## src/rtl/maxnet_engine.sv

```systemverilog
`timescale 1ns/1ps
// maxnet_engine
// Self-sequencing MAXNET winner-take-all engine. N unsigned activations are
// streamed in (channel 0 first). The engine then applies lateral inhibition
// with eps = 2^-EPS_SHIFT, one iteration per cycle, until at most one channel
// is non-zero, the iteration cap is reached, or the next update would zero
// every channel. It then presents the winner on a valid/ready result port.
//
// Ports:
//   clk        rising-edge clock
//   rst        asynchronous active-low reset
//   in_valid   input beat valid
//   in_ready   engine accepts input beats (high only while loading)
//   in_data    activation for the next channel
//   out_valid  result valid, held until accepted
//   out_ready  consumer accepts result
//   win_idx    winning channel (lowest-index non-zero channel)
//   win_value  original input value of the winner
//   iter_count committed inhibition iterations
//   timeout    stopped at MAX_ITER with two or more non-zero channels
//   collapse   next update would have zeroed every channel
//   no_winner  all channels were zero at check time
//
// state | meaning
// ------+----------------------------------------------------------
// LOAD  | accept N input beats into a[] and x[]
// ITER  | check for a result, else commit one inhibition iteration
// DONE  | hold registered result until out_ready

module maxnet_engine #(
  parameter int N         = 4,
  parameter int W         = 8,
  parameter int EPS_SHIFT = 2,
  parameter int MAX_ITER  = 16,
  localparam int LW = $clog2(N),
  localparam int IW = $clog2(MAX_ITER + 1)
) (
  input  logic          clk,
  input  logic          rst,
  input  logic          in_valid,
  output logic          in_ready,
  input  logic [W-1:0]  in_data,
  output logic          out_valid,
  input  logic          out_ready,
  output logic [LW-1:0] win_idx,
  output logic [W-1:0]  win_value,
  output logic [IW-1:0] iter_count,
  output logic          timeout,
  output logic          collapse,
  output logic          no_winner
);

  // sum width is wide enough that the total of N full-scale values never wraps
  localparam int SW = W + $clog2(N);
  localparam int CW = $clog2(N + 1);

  typedef enum logic [1:0] {
    S_LOAD = 2'd0,
    S_ITER = 2'd1,
    S_DONE = 2'd2
  } state_t;

  state_t state_q, state_d;

  logic [W-1:0]  a [N];
  logic [W-1:0]  x [N];
  logic [LW-1:0] ld_idx;
  logic [IW-1:0] iter_cnt;

  logic [SW-1:0] total;
  logic [SW-1:0] inh [N];
  logic [W-1:0]  nxt [N];
  logic [CW-1:0] nz;
  logic [LW-1:0] first_idx;
  logic          next_all_zero;

  logic do_load, do_commit, do_finish, do_release;
  logic fin_to, fin_co, fin_nw;

  // inhibition datapath
  always_comb begin
    total         = '0;
    nz            = '0;
    first_idx     = '0;
    next_all_zero = 1'b1;
    for (int i = 0; i < N; i++) begin
      total = total + SW'(a[i]);
      if (a[i] != '0) nz = nz + CW'(1);
    end
    // descending scan so the lowest non-zero index wins
    for (int i = N - 1; i >= 0; i--) begin
      if (a[i] != '0) first_idx = LW'(i);
    end
    for (int i = 0; i < N; i++) begin
      inh[i] = (total - SW'(a[i])) >> EPS_SHIFT;
      nxt[i] = (SW'(a[i]) > inh[i]) ? W'(SW'(a[i]) - inh[i]) : '0;
      if (nxt[i] != '0) next_all_zero = 1'b0;
    end
  end

  always_ff @(posedge clk or negedge rst) begin
    if (!rst) state_q <= S_LOAD;
    else      state_q <= state_d;
  end

  always_comb begin
    state_d    = state_q;
    do_load    = 1'b0;
    do_commit  = 1'b0;
    do_finish  = 1'b0;
    do_release = 1'b0;
    fin_to     = 1'b0;
    fin_co     = 1'b0;
    fin_nw     = 1'b0;
    case (state_q)
      S_LOAD: begin
        if (in_valid) begin
          do_load = 1'b1;
          if (ld_idx == LW'(N - 1)) state_d = S_ITER;
        end
      end
      S_ITER: begin
        if (nz == CW'(0)) begin
          do_finish = 1'b1;
          fin_nw    = 1'b1;
        end else if (nz == CW'(1)) begin
          do_finish = 1'b1;
        end else if (iter_cnt == IW'(MAX_ITER)) begin
          do_finish = 1'b1;
          fin_to    = 1'b1;
        end else if (next_all_zero) begin
          do_finish = 1'b1;
          fin_co    = 1'b1;
        end else begin
          do_commit = 1'b1;
        end
        if (do_finish) state_d = S_DONE;
      end
      S_DONE: begin
        if (out_ready) begin
          do_release = 1'b1;
          state_d    = S_LOAD;
        end
      end
      default: state_d = S_LOAD;
    endcase
  end

  always_ff @(posedge clk or negedge rst) begin
    if (!rst) begin
      for (int i = 0; i < N; i++) begin
        a[i] <= '0;
        x[i] <= '0;
      end
      ld_idx     <= '0;
      iter_cnt   <= '0;
      win_idx    <= '0;
      win_value  <= '0;
      iter_count <= '0;
      timeout    <= 1'b0;
      collapse   <= 1'b0;
      no_winner  <= 1'b0;
    end else begin
      if (do_load) begin
        a[ld_idx] <= in_data;
        x[ld_idx] <= in_data;
        if (ld_idx == LW'(N - 1)) begin
          ld_idx   <= '0;
          iter_cnt <= '0;
        end else begin
          ld_idx <= ld_idx + LW'(1);
        end
      end
      if (do_commit) begin
        for (int i = 0; i < N; i++) a[i] <= nxt[i];
        iter_cnt <= iter_cnt + IW'(1);
      end
      if (do_finish) begin
        win_idx    <= fin_nw ? '0 : first_idx;
        win_value  <= fin_nw ? '0 : x[first_idx];
        iter_count <= iter_cnt;
        timeout    <= fin_to;
        collapse   <= fin_co;
        no_winner  <= fin_nw;
      end
      if (do_release) begin
        win_idx    <= '0;
        win_value  <= '0;
        iter_count <= '0;
        timeout    <= 1'b0;
        collapse   <= 1'b0;
        no_winner  <= 1'b0;
      end
    end
  end

  assign in_ready  = (state_q == S_LOAD);
  assign out_valid = (state_q == S_DONE);

endmodule

```

## config.mk

```make
export PLATFORM = sky130hd
export DESIGN_NAME = maxnet_engine
export DESIGN_NICKNAME = d
export VERILOG_FILES = /design/src/rtl/maxnet_engine.sv
export SDC_FILE = /design/constraint.sdc
export NUM_CORES = 1
export LEC_CHECK = 0
export ABC_CLOCK_PERIOD_IN_PS = 14300
export CAP_MARGIN = 25
export CORE_MARGIN = 1.5
export CORE_UTILIZATION = 45
export DETAILED_ROUTE_END_ITERATION = 16
export SETUP_SLACK_MARGIN = 0.2
export SYNTH_ARGS = -nofsm -noshare
export SYNTH_HDL_FRONTEND = slang
export SYNTH_SLANG_ARGS = --single-unit
```

## constraint.sdc

```tcl
create_clock -name clk -period 14.3 [get_ports clk]
set_clock_uncertainty 0.05 [all_clocks]
set_input_delay 2.145 -clock clk [delete_from_list [all_inputs] [get_ports clk]]
set_output_delay 2.145 -clock clk [all_outputs]
set_load 0.02 [all_outputs]
```

==> impl_metrics.ini <==
[place]
gp_congestion = 0.931
io_buffer_count = 31
hpwl_mm = 15.7
dp_worst_setup_slack_ps = 6390

[layout]
nets = 994
fillers = 1578
ff_latch_area_um2 = 2280
diodes = 0
post_route_cells_drive_above_1_share_pct = 10.9
multiInputGateArea_um2 = 5100
area_growth_pct = 11.0

[run_status]
status = finished, final reports clean

[worst_setup_path]
critPathKind = reg2reg
cpMostUsedCell = inv_1
start_kind = flip-flop
critPathMaxStageDelay_ps = 860
critPathMaxFanout = 32
required_ps = 14490
crit_path_top_delay_cell = o32a_1
crit-reg2reg-launch = a[9]$_DFFE_PN0P_
worstPathArrival_ps = 8220
endpoint_kind = flip-flop
r2r_slack_ps = 6280
ff2ff_path_depth = 28
r2r_end = win_idx[1]$_DFFE_PN0P_

[clock_tree]
cts_tree = built
cts_root_buffer = clkbuf_16
cts_resized = 0
htree_levels = 3
cts_sinks = 91
clk_path_buf_depth = 2
cts_setup_buffers = 0
cts_buffers = 9
holdBufCountCts = 0
path_clk_slew_ps = 80
clock_latency_ps = 360

[global_route]
grt_max_degree = 75
grt_pass1_wl_mm = 33.6
grt_usage_pct = 23.7
grt_pass1_vias = 6301
antenna_found_initial = 0
overflow = 0

[sta]
final-setup-viol-count = 0
tightest_slew_ps = 971
period_needed_ps = 8020
hold_viol = 0
fin_ws_ps = 6280
tns_ps = 0
max_freq_ghz = 0.125
rsz0062_at_grt = no
slew_viol_final = 0
fin_crit_sh_pct = 56.1
slew_headroom_pct = 35.2

[routing]
viasPerCell = 5.78
drc = 0
first_iter_violations = 369
vias = 6408
wire_per_inst_um = 18.6
ant_nets = 0
routed_wl_mm = 20.6
drt-pass1-iter-count = 5

[min_path]
hold_class = reg2reg
worstHoldStart = iter_count[4]$_DFFE_PN0P_
worstHoldEndpoint = iter_count[4]$_DFFE_PN0P_
hold_path_depth = 2

[logic_synthesis]
synth_cells = 860
syn-cell-area_um2 = 7810
synth_largest_area_cell = dfrtp_1
yosys-top-cells-count = 96 x inv_1, 91 x dfrtp_1, 79 x ha_1
synth_top_area_share_pct = 29.1
synth_warnings = 0
synth_edf_count = 0
synthFlopType = dfrtp_1
synth_seq_cells = 91
ys_types = 63
synth.area.top_cells = dfrtp_1 29%, ha_1 13%, mux2_2 7.9%, fa_1 5.1%, o21ai_0 4.7%
async_reset_ff_share_pct = 100
yosysMostFrequentCell = inv_1
syn_area_per_cell_um2 = 9.09
synth_seq_area_share_pct = 29.1
syn_nets = 971

[floorplan]
std_cell_rows = 47
core_um2 = 16800
chipWidth_um = 135
io_pins = 32
die_h_um = 135
initial_core_util_pct = 46.6
dieArea_um2 = 18200

[run]
drv_cap = 0
final cells by class:
cell class	count	area share [%]
Multi-Input combinational cell	650	58.8
Sequential cell	91	26.3
Tap cell	220	3.17
Timing Repair Buffer	35	3.90
Clock inverter	6	0.924
Clock buffer	10	2.76
Inverter	96	4.16
sequential cells by signal (all words and copies together), names as in the netlist, 2 cells and up:
| signal | flops |
|---|---|
| iter_count | 5 |
| ld_idx | 2 |
| iter_cnt | 5 |
| a | 32 |
| win_value | 8 |
| state_q | 2 |
| x | 32 |
| win_idx | 2 |
stage by stage:
step / utilization, % / cells / hold WS [ps] / instance area, um2
after global placement: 49.8 / 1092 / 431 / 8350
after detailed placement: 49.8 / 1092 / 438 / 8350
after CTS: 51.7 / 1108 / 458 / 8670
after global routing: 51.7 / 1108 / 475 / 8670
after floorplan: - / 860 / 402 / 7810
final: 51.7 / 1108 / 455 / 8670
cell usage in the layout (no fill, tap or decap), types with 9 or more instances in the layout:
cell type,count
nor2b_1,9
nor3_1,16
a21oi_1,48
dfrtp_1,91
nor2_1,37
xnor2_1,20
inv_1,96
nand2_1,73
clkdlybuf4s50_1,30
clkbuf_16,9
mux2i_1,11
o21ai_0,73
fa_1,20
o21a_1,9
mux2_2,55
nand4_1,15
nand3_1,26
ha_1,79
xor2_1,19
nand2b_1,16
or3_1,12
per-layer routing:
layer  track usage, %  part of all wire [%]  vias up
li1                 -                     -     3104
met5                0                     0        -
met2             39.1                    46      150
met1             32.9                    48     3130
met3             2.74                   3.7       24
met4             6.75                   2.0        0
worst max-delay path: cells and delay by family, from the launching register on:
family | cells | cell delay (ps)
DFF | 1 | 420
adders and majority gates | 6 | 2310
buffers and inverters | 4 | 390
xor gates and xnor gates | 1 | 550
AOI/OAI and AO/OA | 11 | 3190
and+or+nand+nor | 6 | 990
kinds of logic (layout without fill, tap and decap cells):
family	after synthesis	after routing	synth area share, %
AO/OA/AOI/OAI	203	203	16.3
XOR/XNOR	39	39	4.37
adder cells (fa/ha/maj)	99	99	17.8
buffers and inverters	119	147	5.86
flip-flops	91	91	29.1
multiplexers	74	74	11.6
AND/OR/NAND/NOR	235	235	14.9
worst max-delay path by stage:
stage,startpoint,end,slack (ps),cells after the start
2_1_floorplan,a[9]$_DFFE_PN0P_,win_idx[0]$_DFFE_PN0P_,7880,29
3_3_place_gp,a[9]$_DFFE_PN0P_,win_idx[0]$_DFFE_PN0P_,6570,28
3_5_place_dp,a[9]$_DFFE_PN0P_,win_idx[1]$_DFFE_PN0P_,6390,28
4_1_cts,a[9]$_DFFE_PN0P_,win_idx[0]$_DFFE_PN0P_,6360,25
5_1_grt,a[9]$_DFFE_PN0P_,win_idx[1]$_DFFE_PN0P_,5710,28
6_report,a[9]$_DFFE_PN0P_,win_idx[1]$_DFFE_PN0P_,6280,28
Power is left out: the tool's default activity adds up to more than one toggle a clock period on the data nets, which glitch-free logic cannot reach.
